File: src/rtl/mux_scan_ctrl_if.sv
// mux_scan_ctrl_if
//   Groups the scan request/response and mux signals of mux_scan_ctrl.
//   master : scan requester plus mux model (drives start/stop/cont/MUX_out).
//   slave  : the scan sequencer (drives MUX_sel/busy/done/scan_data).
//   Signals:
//     start     - level request to begin a scan (honoured only when idle)
//     stop      - abort the current scan, overrides start
//     cont      - continuous mode, examined at scan completion
//     MUX_out   - bit returned by the mux for the current MUX_sel
//     MUX_sel   - channel select to the mux
//     busy      - scan in progress
//     done      - one-cycle pulse when scan_data updates
//     scan_data - last complete scan, bit n = channel n
interface mux_scan_ctrl_if;
    logic       start;
    logic       stop;
    logic       cont;
    logic       MUX_out;
    logic [2:0] MUX_sel;
    logic       busy;
    logic       done;
    logic [7:0] scan_data;

    modport master (
        output start, stop, cont, MUX_out,
        input  MUX_sel, busy, done, scan_data
    );

    modport slave (
        input  start, stop, cont, MUX_out,
        output MUX_sel, busy, done, scan_data
    );
endinterface

File: src/rtl/mux_scan_ctrl.sv
// mux_scan_ctrl
//   Scan sequencer for an 8-to-1 bit mux. Steps MUX_sel through channels
//   0..7, holding each for DWELL cycles, samples MUX_out at the end of each
//   dwell and publishes the assembled byte atomically with a done pulse.
//   Supports single-shot and continuous scanning.
//   Ports:
//     clk - clock
//     rst - synchronous reset, active-high
//     bus - mux_scan_ctrl_if.slave (start/stop/cont/MUX_out in,
//           MUX_sel/busy/done/scan_data out)
//   Parameters:
//     DWELL - cycles each channel is held before sampling (1..256)
//     CW    - dwell counter width, derived from DWELL
module mux_scan_ctrl #(
    parameter  int DWELL = 2,
    localparam int CW    = (DWELL > 1) ? $clog2(DWELL) : 1
) (
    input  logic               clk,
    input  logic               rst,
    mux_scan_ctrl_if.slave     bus
);

    typedef enum logic {
        IDLE = 1'b0,
        SCAN = 1'b1
    } state_t;

    localparam logic [CW-1:0] RELOAD = CW'(DWELL - 1);

    state_t        state_q, state_d;
    logic [2:0]    sel_q, sel_d;
    logic [CW-1:0] cnt_q, cnt_d;
    logic [7:0]    shadow_q, shadow_d;
    logic [7:0]    data_q, data_d;
    logic          done_q, done_d;

    always_ff @(posedge clk) begin
        if (rst) begin
            state_q  <= IDLE;
            sel_q    <= 3'd0;
            cnt_q    <= '0;
            shadow_q <= 8'h00;
            data_q   <= 8'h00;
            done_q   <= 1'b0;
        end else begin
            state_q  <= state_d;
            sel_q    <= sel_d;
            cnt_q    <= cnt_d;
            shadow_q <= shadow_d;
            data_q   <= data_d;
            done_q   <= done_d;
        end
    end

    always_comb begin
        state_d  = state_q;
        sel_d    = sel_q;
        cnt_d    = cnt_q;
        shadow_d = shadow_q;
        data_d   = data_q;
        done_d   = 1'b0;

        unique case (state_q)
            IDLE: begin
                sel_d = 3'd0;
                if (bus.start && !bus.stop) begin
                    cnt_d   = RELOAD;
                    state_d = SCAN;
                end
            end

            SCAN: begin
                if (bus.stop) begin
                    // Abort wins over any same-edge sample or completion.
                    sel_d   = 3'd0;
                    state_d = IDLE;
                end else if (cnt_q != '0) begin
                    cnt_d = cnt_q - 1'b1;
                end else begin
                    shadow_d[sel_q] = bus.MUX_out;
                    if (sel_q != 3'd7) begin
                        sel_d = sel_q + 3'd1;
                        cnt_d = RELOAD;
                    end else begin
                        // Channel 7 is sampled on this edge, so it bypasses
                        // the shadow to keep the published byte complete.
                        data_d = {bus.MUX_out, shadow_q[6:0]};
                        done_d = 1'b1;
                        sel_d  = 3'd0;
                        if (bus.cont) begin
                            cnt_d = RELOAD;
                        end else begin
                            state_d = IDLE;
                        end
                    end
                end
            end

            default: state_d = IDLE;
        endcase
    end

    assign bus.MUX_sel   = sel_q;
    assign bus.busy      = (state_q == SCAN);
    assign bus.done      = done_q;
    assign bus.scan_data = data_q;

endmodule

File: src/flat_wrapper.sv
// flat-port wrapper written by rule: the top's interface ports become plain ports
module mux_scan_ctrl_flat 
#(
    parameter  int DWELL = 2,
    localparam int CW    = (DWELL > 1) ? $clog2(DWELL) : 1
)
  (clk, rst, bus_start, bus_stop, bus_cont, bus_MUX_out, bus_MUX_sel, bus_busy, bus_done, bus_scan_data);
  mux_scan_ctrl_if bus_i ();
  input  logic clk;
  input  logic rst;
  input wire logic [$bits(bus_i.start)-1:0] bus_start;
  input wire logic [$bits(bus_i.stop)-1:0] bus_stop;
  input wire logic [$bits(bus_i.cont)-1:0] bus_cont;
  input wire logic [$bits(bus_i.MUX_out)-1:0] bus_MUX_out;
  output wire logic [$bits(bus_i.MUX_sel)-1:0] bus_MUX_sel;
  output wire logic [$bits(bus_i.busy)-1:0] bus_busy;
  output wire logic [$bits(bus_i.done)-1:0] bus_done;
  output wire logic [$bits(bus_i.scan_data)-1:0] bus_scan_data;
  assign bus_i.start = bus_start;
  assign bus_i.stop = bus_stop;
  assign bus_i.cont = bus_cont;
  assign bus_i.MUX_out = bus_MUX_out;
  assign bus_MUX_sel = bus_i.MUX_sel;
  assign bus_busy = bus_i.busy;
  assign bus_done = bus_i.done;
  assign bus_scan_data = bus_i.scan_data;
  mux_scan_ctrl #(.DWELL(DWELL)) u_core (.clk(clk), .rst(rst), .bus(bus_i));
endmodule
File: config.mk
export PLATFORM = sky130hd
export DESIGN_NAME = mux_scan_ctrl_flat
export DESIGN_NICKNAME = d
export VERILOG_FILES = /design/src/rtl/mux_scan_ctrl_if.sv /design/src/rtl/mux_scan_ctrl.sv /design/src/flat_wrapper.sv
export SDC_FILE = /design/constraint.sdc
export NUM_CORES = 1
export LEC_CHECK = 0
export CAP_MARGIN = 20
export CORE_MARGIN = 2
export CORE_UTILIZATION = 35
export DETAILED_ROUTE_END_ITERATION = 8
export GPL_TIMING_DRIVEN = 0
export SLEW_MARGIN = 20
export SYNTH_ARGS = -nofsm -noshare
export SYNTH_HDL_FRONTEND = slang
export SYNTH_SLANG_ARGS = --single-unit
export TNS_END_PERCENT = 50
File: constraint.sdc
create_clock -name clk -period 4.5 [get_ports clk]
set_input_delay 1.125 -clock clk [delete_from_list [all_inputs] [get_ports clk]]
set_output_delay 1.125 -clock clk [all_outputs]
set_load 0.005 [all_outputs]
Word-level counts from Yosys, hierarchy flattened
Index checks and enable logic that the tools add are counted.
- add/sub/neg operators: 2
- magnitude comparators: 2
- eq/ne operators: 4
- muxes and demuxes: 18
- bitwise operators: 4
- reduce and logical (&&, ||, !) cells: 7
- operators with widths (cell ; count):
    $mux W1 ; 10
    $mux W3 ; 3
    $bwmux W8 ; 1
    $ne A3 B3 Y1 const B ; 2
    $pmux W3 S2 ; 1
    $lt A3 B4 Y1 const B ; 1
    $not A1 Y1 ; 4
    $pmux W1 S2 ; 2
    $reduce_and A4 Y1 ; 1
    $reduce_or A4 Y1 ; 1
    $add A3 B1 Y3 const B ; 1
    $demux W1 S3 ; 1
    $ge A3 B1 Y1 const B ; 1
    $reduce_and A3 Y1 ; 1
    $logic_and A1 B1 Y1 ; 2
    $ne A2 B1 Y1 const B ; 1
    $ne A2 B2 Y1 const B ; 1
    $reduce_and A2 Y1 ; 1
    $logic_not A1 Y1 ; 1
    $sub A1 B1 Y1 const B ; 1
- bits in registers: 22
- bits of input ports: 6
- output and inout port bits: 13
- word-level logic and storage cells: 43

Logic depth before layout (Yosys ltp)
- word-level depth: 5
- depth in mapped cells: 6
- mapped depth without buffers: 5

Worst setup path before layout
Ideal clock, no wire load.
- kind: input-to-reg
- start point: input bus_stop
- end point: register u_core.data_q[7], in the netlist u_core.bus.scan_data[7]
- setup time: 0.117 ns
- arrival time: 1.755 ns
- data required time: 4.383 ns
- path slack: 2.628 ns
- cell stages on the path: 4
- buffers on the path: 1
- cell sequence: and4bb_2 buf_6 mux2i_1 nor2_1
- word-level cells in the longest chain between the ends: 2
- RTL lines (element ; RTL line ; source):
    start: declaration ; flat_wrapper.sv:12 ; input wire logic [$bits(bus_i.stop)-1:0] bus_stop;
    $not A1 Y1 (no line) ; n/a ;
    $reduce_and A4 Y1 (no line) ; n/a ;
    end signal: assignment ; mux_scan_ctrl.sv:50 ; data_q <= data_d;
    end: declaration ; mux_scan_ctrl.sv:34 ; logic [7:0] data_q, data_d;
No other way between the ends.
A chain may end at the register's enable or synchronous reset.

Worst setup path after layout
- start point: register u_core.sel_q[2], in the netlist u_core.bus.MUX_sel[2]
- end point: output bus_MUX_sel[2]
- RTL lines (element ; RTL line ; source):
    start: declaration ; mux_scan_ctrl.sv:31 ; logic [2:0] sel_q, sel_d;
    start signal: assignment ; mux_scan_ctrl.sv:47 ; sel_q <= sel_d;
    end: declaration ; flat_wrapper.sv:15 ; output wire logic [$bits(bus_i.MUX_sel)-1:0] bus_MUX_sel;
No word-level cell between the ends.

==> impl_metrics.env <==
export IMPL_cpMaxStageDelayCell="clkdlybuf4s50_1"
export IMPL_final_nets=121
export IMPL_worst_pin_slew_ns=0.377
export IMPL_postCtsHoldBufs=0
export IMPL_end_kind="output port"
export IMPL_post_cts_setup_buffers=0
export IMPL_via_count=654
export IMPL_timing_worst_setup_path_type="reg2out"
export IMPL_drtAntennaViolNets=0
export IMPL_viasPerCell=4.64
export IMPL_start_kind="flip-flop"
export IMPL_synthCells=89
export IMPL_cp_data_arrival_time_ns=1.34
export IMPL_ir_drop_v=0.000140
export IMPL_fmax_mhz=406
export IMPL_hpwl_mm=1.17
export IMPL_utilization_pct=46.7
export IMPL_wl_per_cell_um=11.0
export IMPL_grt_first_pass_wirelength_mm=2.83
export IMPL_power_density_mw_per_mm2=256
export IMPL_rsz0062_at_grt="no"
export IMPL_cp_max_fo=8
export IMPL_post_cts_resized=0
export IMPL_status="completed"
export IMPL_synth_seq_cells=21
export IMPL_numCtsBuffers=3
export IMPL_gp_congestion=0.701
export IMPL_clk_pin_slew_ns=0.12
export IMPL_finalCritPeriodShare_pct=54.7
export IMPL_htreeDepth=1
export IMPL_grt_use_total_pct=11.4
export IMPL_synth_ff_type="dfxtp_1"
export IMPL_dieArea_mm2=0.00307
export IMPL_hp_class="reg2reg"
export IMPL_reg2reg_slack_ns=2.89
export IMPL_drcViolationCount=0
export IMPL_finalSetupTns_ns=0
export IMPL_io_pins=19
export IMPL_crit_path_max_incr_delay_ns=0.55
export IMPL_drive_gt1_share_pct=9.91
export IMPL_yosysSeqAreaShare_pct=45.5
export IMPL_grt_max_degree=13
export IMPL_clock_latency_ns=0.29
export IMPL_core_rowCount=18
export IMPL_fill_cells=256
export IMPL_drv_slew=0
export IMPL_drt_iter0_drc=2
export IMPL_grt_pass1_vias=662
export IMPL_seq_area_um2=420
export IMPL_die_w_um=55.4
export IMPL_max_cap_violations=0
export IMPL_period_needed_ns=2.46
export IMPL_synth_area_leaders="dfxtp_1 (46%), mux2i_1 (17%), nand2b_1 (6.8%), ha_1 (4.1%), nor2_1 (4.1%)"
export IMPL_clock_sinks=21
export IMPL_setup_viol=0
export IMPL_leakage_nw=0.448
export IMPL_antenna_found_initial=0
export IMPL_cts_root_buffer="clkbuf_4"
export IMPL_worstPathCellList="clkdlybuf4s50_1"
export IMPL_cts_tree="yes"
export IMPL_yosys_cell_types_count=22
export IMPL_worstPathRequired_ns=3.38
export IMPL_synth_top_cell_by_area="dfxtp_1"
export IMPL_synth_cell_area_um2=923
export IMPL_multiInputGateArea_um2=468
export IMPL_port_buffers=18
export IMPL_slew_headroom_pct=74.9
export IMPL_synth_avg_cell_area_um2=10.4
export IMPL_core_area_mm2=0.00250
export IMPL_die_h_um=55.4
export IMPL_hold_viol=0
export IMPL_syn_to_final_growth_pct=26.6
export IMPL_path_buf_inv=1
export IMPL_yosysTopAreaCellShare_pct=45.5
export IMPL_antenna_cells=0
export IMPL_critical_path_top_delay_family="buffers and inverters"
export IMPL_clk_path_buf_depth=2
export IMPL_drtPass1Iterations=2
export IMPL_async_flop_share_pct=0
export IMPL_ys_warn_count=0
export IMPL_drt_total_wl_mm=1.56
export IMPL_start_util_pct=36.9
export IMPL_grt_ovfl_total=0
export IMPL_synth_edf_count=0
export IMPL_finClkSkew_ns=0.00174
export IMPL_syn_nets=98
synth_stat cells (2+ instances only):
cell type,number
and4bb_2,2
buf_6,2
dfxtp_1,21
ha_1,3
mux2i_1,16
nand2_1,6
nand2b_1,10
nor2_1,10
nor2b_1,2
nor3_1,5
sequential cells by signal, summed over array words and instances (netlist names):
name	cells
u_core.bus.busy	1
u_core.shadow_q	7
u_core.bus.scan_data	8
u_core.bus.MUX_sel	3
u_core.bus.done	1
u_core.cnt_q	1
metrics by stage:
step,area [µm²],setup WS [ns],hold WS (ns),total power [mW],cells
6_report,1170,2.04,0.486,0.299,141
5_1_grt,1170,1.97,0.508,0.315,141
4_1_cts,1170,2.01,0.491,0.305,141
3_5_place_dp,1140,1.98,0.469,0.215,137
3_3_place_gp,1140,1.98,0.469,0.215,137
2_1_floorplan,923,2.63,0.451,0.206,89
layout by cell type, fill, tap and decap left out, types with 2 or more instances in the layout:
cell type	n
clkdlybuf4s50_1	18
nand2_1	6
clkbuf_4	3
nor3_1	5
nor2b_1	2
mux2i_1	16
and4bb_2	2
buf_6	2
nand2b_1	10
nor2_1	10
ha_1	3
dfxtp_1	21
worst register-to-register path: cells and delay by family, from the launching register on:
kind | cells | cell delay, ns
flip-flops | 1 | 0.48
adder cells (fa/ha/maj) | 2 | 0.39
AND/OR/NAND/NOR | 2 | 0.29
multiplexers | 1 | 0.20
buffers and inverters | 1 | 0.15
final timing paths:
check                                startpoint                              endpoint  depth (start not counted)
max          u_core.bus.MUX_sel[2]$_SDFFE_PP0P_                        bus_MUX_sel[2]                          1
min             u_core.shadow_q[2]$_SDFFE_PP0P_       u_core.shadow_q[2]$_SDFFE_PP0P_                          2
max reg2reg  u_core.bus.MUX_sel[0]$_SDFFE_PP0P_  u_core.bus.scan_data[3]$_SDFFE_PP0P_                          6
min reg2reg     u_core.shadow_q[2]$_SDFFE_PP0P_       u_core.shadow_q[2]$_SDFFE_PP0P_                          2
metal layers:
layer  global-route usage [%]  routed length (µm)  part of all wire [%]  up-vias
li1                         -                   -                     -      352
met1                     15.3                 773                    50      290
met2                     17.0                 701                    45       10
met3                     2.81                  71                   4.6        2
met4                     5.23                  10                  0.64        0
met5                        0                   0                     0        -
area by class of cell:
type	count	area share, %
multi-input combinational	63	40.0
sequential	21	36.0
timing repair buffer	18	15.4
tap	30	3.21
buffer	4	2.68
clock buffer	3	1.93
clock inverter	1	0.428
inverter	1	0.321
kinds of logic after synthesis:
kind of cell / after synthesis / share of synthesized area (%)
adder cells (fa/ha/maj): 3 / 4.07
AO/OA/AOI/OAI: 5 / 3.79
AND/OR/NAND/NOR: 39 / 25.5
flip-flops: 21 / 45.5
multiplexers: 16 / 17.3
buffers and inverters: 5 / 3.79
where the power goes:
group          switching [mW]  internal [mW]  leakage (nW)
clock network          0.0556         0.0330        0.0177
logic                 0.00981         0.0119         0.261
registers             0.00166          0.187         0.170
total                  0.0671          0.232         0.448
No activity file was read; power rests on OpenSTA's default activity.
